### src/rtl/elevator_scheduler_if.sv
`default_nettype none
// ============================================================================
// Module   : elevator_scheduler_if
// Purpose  : Request / status bundle between the elevator scheduler and the
//            rest of the car controller (timer, call buttons, indicators).
// Revision : 1.0 - initial release
// ============================================================================
interface elevator_scheduler_if #(
  parameter int FLOORS = 4
);
  localparam int FW = (FLOORS > 1) ? $clog2(FLOORS) : 1;

  logic              clk_div;     // divided timer clock, every edge is a tick
  logic [FLOORS-1:0] req;         // hall/cab request bits
  logic              timer_hold;  // freezes the divider while the car is idle
  logic [FW-1:0]     floor;       // current car floor
  logic              dir_up;      // current or preferred direction
  logic              moving;      // car travelling between floors
  logic              door_open;   // door dwell in progress
  logic [FLOORS-1:0] pending;     // outstanding requests

  // Controller side: drives timer level and requests, observes car status
  modport master (
    output clk_div, req,
    input  timer_hold, floor, dir_up, moving, door_open, pending
  );

  // Scheduler side
  modport slave (
    input  clk_div, req,
    output timer_hold, floor, dir_up, moving, door_open, pending
  );
endinterface
`default_nettype wire

### src/rtl/elevator_scheduler.sv
`default_nettype none
// ============================================================================
// Module   : elevator_scheduler
// Purpose  : Latches floor requests and serves them in SCAN order, pacing car
//            travel and door dwell with ticks from the divided system timer.
// Revision : 1.0 - initial release
// ============================================================================
module elevator_scheduler #(
  parameter int FLOORS       = 4,
  parameter int TRAVEL_TICKS = 1,
  parameter int DOOR_TICKS   = 2
) (
  input  logic                 clk,
  input  logic                 reset,
  elevator_scheduler_if.slave  bus
);

  localparam int FW   = (FLOORS > 1) ? $clog2(FLOORS) : 1;
  localparam int TMAX = (TRAVEL_TICKS > DOOR_TICKS) ? TRAVEL_TICKS : DOOR_TICKS;
  localparam int TW   = (TMAX > 1) ? $clog2(TMAX + 1) : 1;

  // Counter value on which the next tick completes a floor step / door dwell
  localparam logic [TW-1:0] TRAVEL_LAST = TW'(TRAVEL_TICKS - 1);
  localparam logic [TW-1:0] DOOR_LAST   = TW'(DOOR_TICKS - 1);

  typedef enum logic [1:0] {
    ST_IDLE = 2'd0,
    ST_MOVE = 2'd1,
    ST_DOOR = 2'd2
  } state_t;

  state_t            state_q, state_d;
  logic [FW-1:0]     floor_q, floor_d;
  logic              dir_up_q, dir_up_d;
  logic [FLOORS-1:0] pending_q, pending_d;
  logic [TW-1:0]     tcnt_q, tcnt_d;
  logic              clk_div_q;
  logic              moving_q;
  logic              door_open_q;
  logic              timer_hold_q;

  logic              w_tick;
  logic              w_above;
  logic              w_below;
  logic              w_ahead;
  logic              w_behind;
  logic [FW-1:0]     w_next_floor;
  logic [FLOORS-1:0] w_pend_in;
  logic [FLOORS-1:0] w_clear;

  // Any edge of the divided clock counts as one tick
  assign w_tick = bus.clk_div ^ clk_div_q;

  // Requests seen this cycle merged with the latched ones
  assign w_pend_in = pending_q | bus.req;

  // Floor the car reaches on its next step in the current direction
  assign w_next_floor = dir_up_q ? (floor_q + FW'(1)) : (floor_q - FW'(1));

  // Latched requests on either side of the car
  always_comb begin
    w_above = 1'b0;
    w_below = 1'b0;
    for (int i = 0; i < FLOORS; i++) begin
      if (pending_q[i]) begin
        if (i > int'(floor_q)) w_above = 1'b1;
        if (i < int'(floor_q)) w_below = 1'b1;
      end
    end
  end

  assign w_ahead  = dir_up_q ? w_above : w_below;
  assign w_behind = dir_up_q ? w_below : w_above;

  // SCAN sequencing: next state, floor, direction, tick count and clear mask
  always_comb begin
    state_d  = state_q;
    floor_d  = floor_q;
    dir_up_d = dir_up_q;
    tcnt_d   = tcnt_q;
    w_clear  = '0;

    case (state_q)
      ST_IDLE: begin
        // Ticks are ignored here; the timer is held anyway
        if (pending_q[floor_q]) begin
          state_d          = ST_DOOR;
          w_clear[floor_q] = 1'b1;
          tcnt_d           = '0;
        end else if (w_ahead) begin
          state_d = ST_MOVE;
          tcnt_d  = '0;
        end else if (w_behind) begin
          state_d  = ST_MOVE;
          dir_up_d = ~dir_up_q;
          tcnt_d   = '0;
        end
      end

      ST_MOVE: begin
        if (w_tick) begin
          if (tcnt_q == TRAVEL_LAST) begin
            tcnt_d = '0;
            if (!w_ahead) begin
              // Nothing left ahead: never step, so the car cannot leave the shaft
              state_d = ST_IDLE;
            end else begin
              floor_d = w_next_floor;
              // A request arriving in this very cycle also stops the car here
              if (w_pend_in[w_next_floor]) begin
                state_d               = ST_DOOR;
                w_clear[w_next_floor] = 1'b1;
              end
            end
          end else begin
            tcnt_d = tcnt_q + TW'(1);
          end
        end
      end

      ST_DOOR: begin
        // Calls for the floor being served are absorbed into the open door
        w_clear[floor_q] = 1'b1;
        if (bus.req[floor_q]) begin
          tcnt_d = '0;
        end else if (w_tick) begin
          if (tcnt_q == DOOR_LAST) begin
            tcnt_d = '0;
            if (w_ahead) begin
              state_d = ST_MOVE;
            end else if (w_behind) begin
              state_d  = ST_MOVE;
              dir_up_d = ~dir_up_q;
            end else begin
              state_d = ST_IDLE;
            end
          end else begin
            tcnt_d = tcnt_q + TW'(1);
          end
        end
      end

      default: begin
        state_d = ST_IDLE;
        tcnt_d  = '0;
      end
    endcase

    pending_d = w_pend_in & ~w_clear;
  end

  // State registers plus status outputs decoded from the next state
  always_ff @(posedge clk or posedge reset) begin
    if (reset) begin
      state_q      <= ST_IDLE;
      floor_q      <= '0;
      dir_up_q     <= 1'b1;
      pending_q    <= '0;
      tcnt_q       <= '0;
      clk_div_q    <= 1'b0;
      moving_q     <= 1'b0;
      door_open_q  <= 1'b0;
      timer_hold_q <= 1'b1;
    end else begin
      state_q      <= state_d;
      floor_q      <= floor_d;
      dir_up_q     <= dir_up_d;
      pending_q    <= pending_d;
      tcnt_q       <= tcnt_d;
      clk_div_q    <= bus.clk_div;
      moving_q     <= (state_d == ST_MOVE);
      door_open_q  <= (state_d == ST_DOOR);
      timer_hold_q <= (state_d == ST_IDLE);
    end
  end

  assign bus.floor      = floor_q;
  assign bus.dir_up     = dir_up_q;
  assign bus.moving     = moving_q;
  assign bus.door_open  = door_open_q;
  assign bus.timer_hold = timer_hold_q;
  assign bus.pending    = pending_q;

endmodule
`default_nettype wire
### src/flat_wrapper.sv
// flat-port wrapper written by rule: the top's interface ports become plain ports
module elevator_scheduler_flat 
#(
  parameter int FLOORS       = 4,
  parameter int TRAVEL_TICKS = 1,
  parameter int DOOR_TICKS   = 2
)
  (clk, reset, bus_clk_div, bus_req, bus_timer_hold, bus_floor, bus_dir_up, bus_moving, bus_door_open, bus_pending);
  elevator_scheduler_if #(.FLOORS(FLOORS)) bus_i ();
  input  logic clk;
  input  logic reset;
  input wire logic [$bits(bus_i.clk_div)-1:0] bus_clk_div;
  input wire logic [$bits(bus_i.req)-1:0] bus_req;
  output wire logic [$bits(bus_i.timer_hold)-1:0] bus_timer_hold;
  output wire logic [$bits(bus_i.floor)-1:0] bus_floor;
  output wire logic [$bits(bus_i.dir_up)-1:0] bus_dir_up;
  output wire logic [$bits(bus_i.moving)-1:0] bus_moving;
  output wire logic [$bits(bus_i.door_open)-1:0] bus_door_open;
  output wire logic [$bits(bus_i.pending)-1:0] bus_pending;
  assign bus_i.clk_div = bus_clk_div;
  assign bus_i.req = bus_req;
  assign bus_timer_hold = bus_i.timer_hold;
  assign bus_floor = bus_i.floor;
  assign bus_dir_up = bus_i.dir_up;
  assign bus_moving = bus_i.moving;
  assign bus_door_open = bus_i.door_open;
  assign bus_pending = bus_i.pending;
  elevator_scheduler #(.FLOORS(FLOORS), .TRAVEL_TICKS(TRAVEL_TICKS), .DOOR_TICKS(DOOR_TICKS)) u_core (.clk(clk), .reset(reset), .bus(bus_i));
endmodule
### config.mk
export PLATFORM = sky130hd
export DESIGN_NAME = elevator_scheduler_flat
export DESIGN_NICKNAME = d
export VERILOG_FILES = /design/src/rtl/elevator_scheduler_if.sv /design/src/rtl/elevator_scheduler.sv /design/src/flat_wrapper.sv
export SDC_FILE = /design/constraint.sdc
export NUM_CORES = 1
export LEC_CHECK = 0
export CAP_MARGIN = 10
export CORE_ASPECT_RATIO = 1.1
export CORE_UTILIZATION = 50
export CTS_CLUSTER_DIAMETER = 30
export DETAILED_ROUTE_END_ITERATION = 6
export PLACE_DENSITY_LB_ADDON = 0.2
export SYNTH_ARGS = -nofsm -noshare
export SYNTH_HDL_FRONTEND = slang
export SYNTH_SLANG_ARGS = --single-unit
### constraint.sdc
create_clock -name clk -period 6.4 [get_ports clk]
set_clock_uncertainty 0.05 [all_clocks]
set_input_delay 0.96 -clock clk [delete_from_list [all_inputs] [get_ports clk]]
set_output_delay 0.96 -clock clk [all_outputs]
set_load 0.02 [all_outputs]
==> summary.md <==
| Metric | Value |
|---|---|
| Fin nets | `153` |
| Aggregate global-route resource usage | `23.3%` |
| Final Setup Violations | `0` |
| CTS resizes | `0` |
| Critical Path Stages | `7` |
| Core ar. | `2080 um2` |
| Routed Antenna Nets | `0` |
| Peak VDD IR | `roughly 0.37 mV` |
| DR WL/cell | `15.5 um` |
| Fill count | `188` |
| Final cell count without fillers | `160` |
| Relative slew slack | `approximately three fifths` |
| Slowest stage delay, CP | `0.66 ns` |
| Starting Density | `54.7%` |
| Yosys reg bits | `15` |
| Clock power share | `between 8 and 9%` |
| First-pass GRT wire length | `4090 um` |
| Total CTS buffers | `3` |
| CTS sink count | `15` |
| Die height | `~52 um` |
| Hold Buf Count CTS | `0` |
| Met1 wire length | `1040 um` |
| Vias/cell | `5.98` |
| Final Hold Viols | `0` |
| Clk Latency, worst-skew pair | `0.29 ns` |
| Share of cells above drive strength 1 | `13.6%` |
| Hold path endpoint | `u_core.bus.dir_up` |
| Final core utilization | `65.4%` |
| Syn avg cell area | `10.2 um2` |
| Async S/R FF share, synth | `100%` |
| Combinational group share of total power | `64.1%` |
| Unrepaired setup endpoints after global routing | `false` |
| CP Capture Type | `flop` |
| Tightest Hold Check Type | `reg -> reg` |
| Yosys cell types | `39` |
| Fmax | `341 MHz` |
| Clock transition at path regs | `0.10 ns` |
| Register area share after synthesis | `33.2%` |
| Root buffer cell | `clkbuf_4` |
| Power per cell area | `about 500 nW/um2` |
| Pins over their slew limit | `0` |
| Placed Instances | `156` |
| Fin area | `1360 um2` |
| Final wirelength | `2470 um` |
| Post-Syn Instances | `112` |
| Required @ worst endpoint | `approximately 6.5 ns` |
| H-tree Lvls | `1` |
| Sw frac | `46.9%` |
| RR Startpoint | `u_core.bus.floor[0]` |
| Area Growth Syn to Fin | `19.5%` |
| Status | `finished, final reports clean` |
| DRT Pass-1 Iters | `4` |
| Metal2 WL | `1300 um` |
| WHS Path Cells | `2` |
| I/O pin cnt | `17` |
| WP data arrival | `3.06 ns` |
| Maxcap violations | `0` |
| Sw power | `0.320 mW` |
| Highest metal used | `met4` |
| LEAKAGE | `0.575 nW` |
| Residual DRC | `0` |
| Ys flop type | `dfrtp_1` |
| Vias in the first global route | `around 930` |
| WP buf/inv | `1` |
| Postcts setup bufs | `0` |
| Largest net degree at the start of global routing | `16` |
| Vias | `between 900 and 1000` |
| Pwr Total | `0.682 mW` |
| Initial antenna violation count | `0` |
| GPL Wtd Cong | `~0.87` |
| Cell Chain, Critical Path | `inv_1 > ha_1 > xor2_1 > mux4_1 > o21bai_1 > a21o_1 > and4_1` |
| EDFF count, synth | `0` |
| PortBufs | `16` |
| CTS tree | `built` |
| ANT cells | `0` |
| Crit share post-route | `45.8%` |
| Kind of critical path | `reg -> reg` |
| CTS Buffer Depth | `2` |
| Worst setup SP type | `flop` |
| Hold path start | `u_core.bus.dir_up` |
| Synthesized area | `1140 um2` |
| Reg2Reg Depth | `7` |
| Ys Warns | `0` |
| Crit path max fanout | `9` |
| Drt first-iter violations | `23` |
| Sequential share of power | `27.4%` |
| Synthesized Nets | `132` |
| Std cell rows | `17` |
| Post-DP Area | `1340 um2` |
| Slowest CP cell | `mux4_1` |
| Grt ovf | `0` |
| R2R Setup Slk | `3.47 ns` |
| Worst Max-Slew Pin Slew | `0.582 ns` |
| Final setup TNS | `0 ns` |
| R2R Path End | `u_core.bus.door_open` |
| Crit-path leading delay family | `multiplexers` |
| Post-DP HPWL | `between 1500 and 2000 um` |
| Met3 WL post-DR | `114 um` |
| Internal power | `0.362 mW` |
| Die ar. | `2470 um2` |
| Tmin final | `between 2 and 3 ns` |
| Width of the die | `47.5 um` |
worst max path at each step:
stage / start / slack (ns) / to
detailed placement: bus_req[1] / 3.35 / u_core.bus.door_open
floorplan: u_core.bus.floor[0] / 3.71 / u_core.bus.door_open
CTS: u_core.bus.floor[0] / 3.49 / u_core.bus.door_open
global placement: bus_req[1] / 3.36 / u_core.bus.door_open
finish: u_core.bus.floor[0] / 3.47 / u_core.bus.door_open
global route: u_core.bus.floor[0] / 3.33 / u_core.bus.door_open
tightest hold or removal path: stages, from the launching register on:
cell	delay, ns
dfstp_2	0.41
inv_1	0.09
xnor2_1	0.08
Yosys cell counts (all sizes together), types with 2 or more instances:
| cell | number | area [um2] |
|---|---|---|
| a211oi | 2 | 20.0 |
| a21oi | 4 | 20.0 |
| a221oi | 3 | 26.3 |
| dfrtp | 13 | 325 |
| dfstp | 2 | 52.6 |
| ha | 13 | 163 |
| inv | 12 | 45.0 |
| mux2i | 4 | 40.0 |
| mux4 | 3 | 75.1 |
| nand2 | 7 | 26.3 |
| nor2 | 8 | 30.0 |
| nor3 | 4 | 20.0 |
| nor3b | 2 | 20.0 |
| o21ai | 2 | 10.0 |
| o32a | 2 | 22.5 |
| o41ai | 2 | 17.5 |
| or2 | 6 | 37.5 |
| or3b | 2 | 17.5 |
| xnor2 | 4 | 35.0 |
per-layer routing:
layer  track usage [%]  up-vias
met5                 0        -
met4              9.52        0
met3              2.78        4
met2              40.2       29
met1              28.3      470
li1                  -      454
power by group through the flow:
stage | clock network, mW | registers [mW] | logic, mW
after floorplan | 0 | 0.210 | 0.280
after global placement | 0 | 0.186 | 0.426
after detailed placement | 0 | 0.188 | 0.432
after CTS | 0.0588 | 0.186 | 0.436
after global routing | 0.0626 | 0.191 | 0.475
final | 0.0579 | 0.187 | 0.437
kinds of logic after synthesis:
group,Yosys count,share of synthesized area [%]
AO/OA/AOI/OAI,26,18.4
XOR/XNOR,5,3.84
adder cells (fa/ha/maj),13,14.3
buffers and inverters,12,3.95
flip-flops,15,33.2
multiplexers,7,10.1
AND/OR/NAND/NOR,34,16.2
cells in the final DEF (no fill, tap or decap), drive strengths merged, types with 4 or more instances in the layout:
master,instances
inv,12
nand2,7
mux2i,4
nor2,8
ha,13
a21oi,4
dfrtp,13
clkdlybuf4s50,16
nor3,4
xnor2,4
or2,6
cell type report:
cell class	count	area (um2)	area share, %
clock buffer	3	22.5	1.65
tap	28	35.0	2.57
timing repair buffer	16	160	11.8
multi-input combinational	85	717	52.6
sequential	15	378	27.7
clock inverter	1	5.00	0.367
inverter	12	45.0	3.31
through the flow:
| stage | hold WS (ns) | setup WS [ns] |
|---|---|---|
| after floorplan | 0.510 | 3.71 |
| after global placement | 0.512 | 3.36 |
| after detailed placement | 0.507 | 3.35 |
| after CTS | 0.526 | 3.49 |
| after global routing | 0.552 | 3.33 |
| final | 0.521 | 3.47 |
flip-flops by register name, indices dropped and copies added (netlist names):
name                   flops
u_core.bus.dir_up          1
u_core.bus.door_open       1
u_core.bus.floor           2
u_core.bus.moving          1
u_core.bus.pending         4
u_core.bus.timer_hold      1
u_core.clk_div_q           1
u_core.state_q             2
u_core.tcnt_q              2
Power figures use the tool's default switching activity.
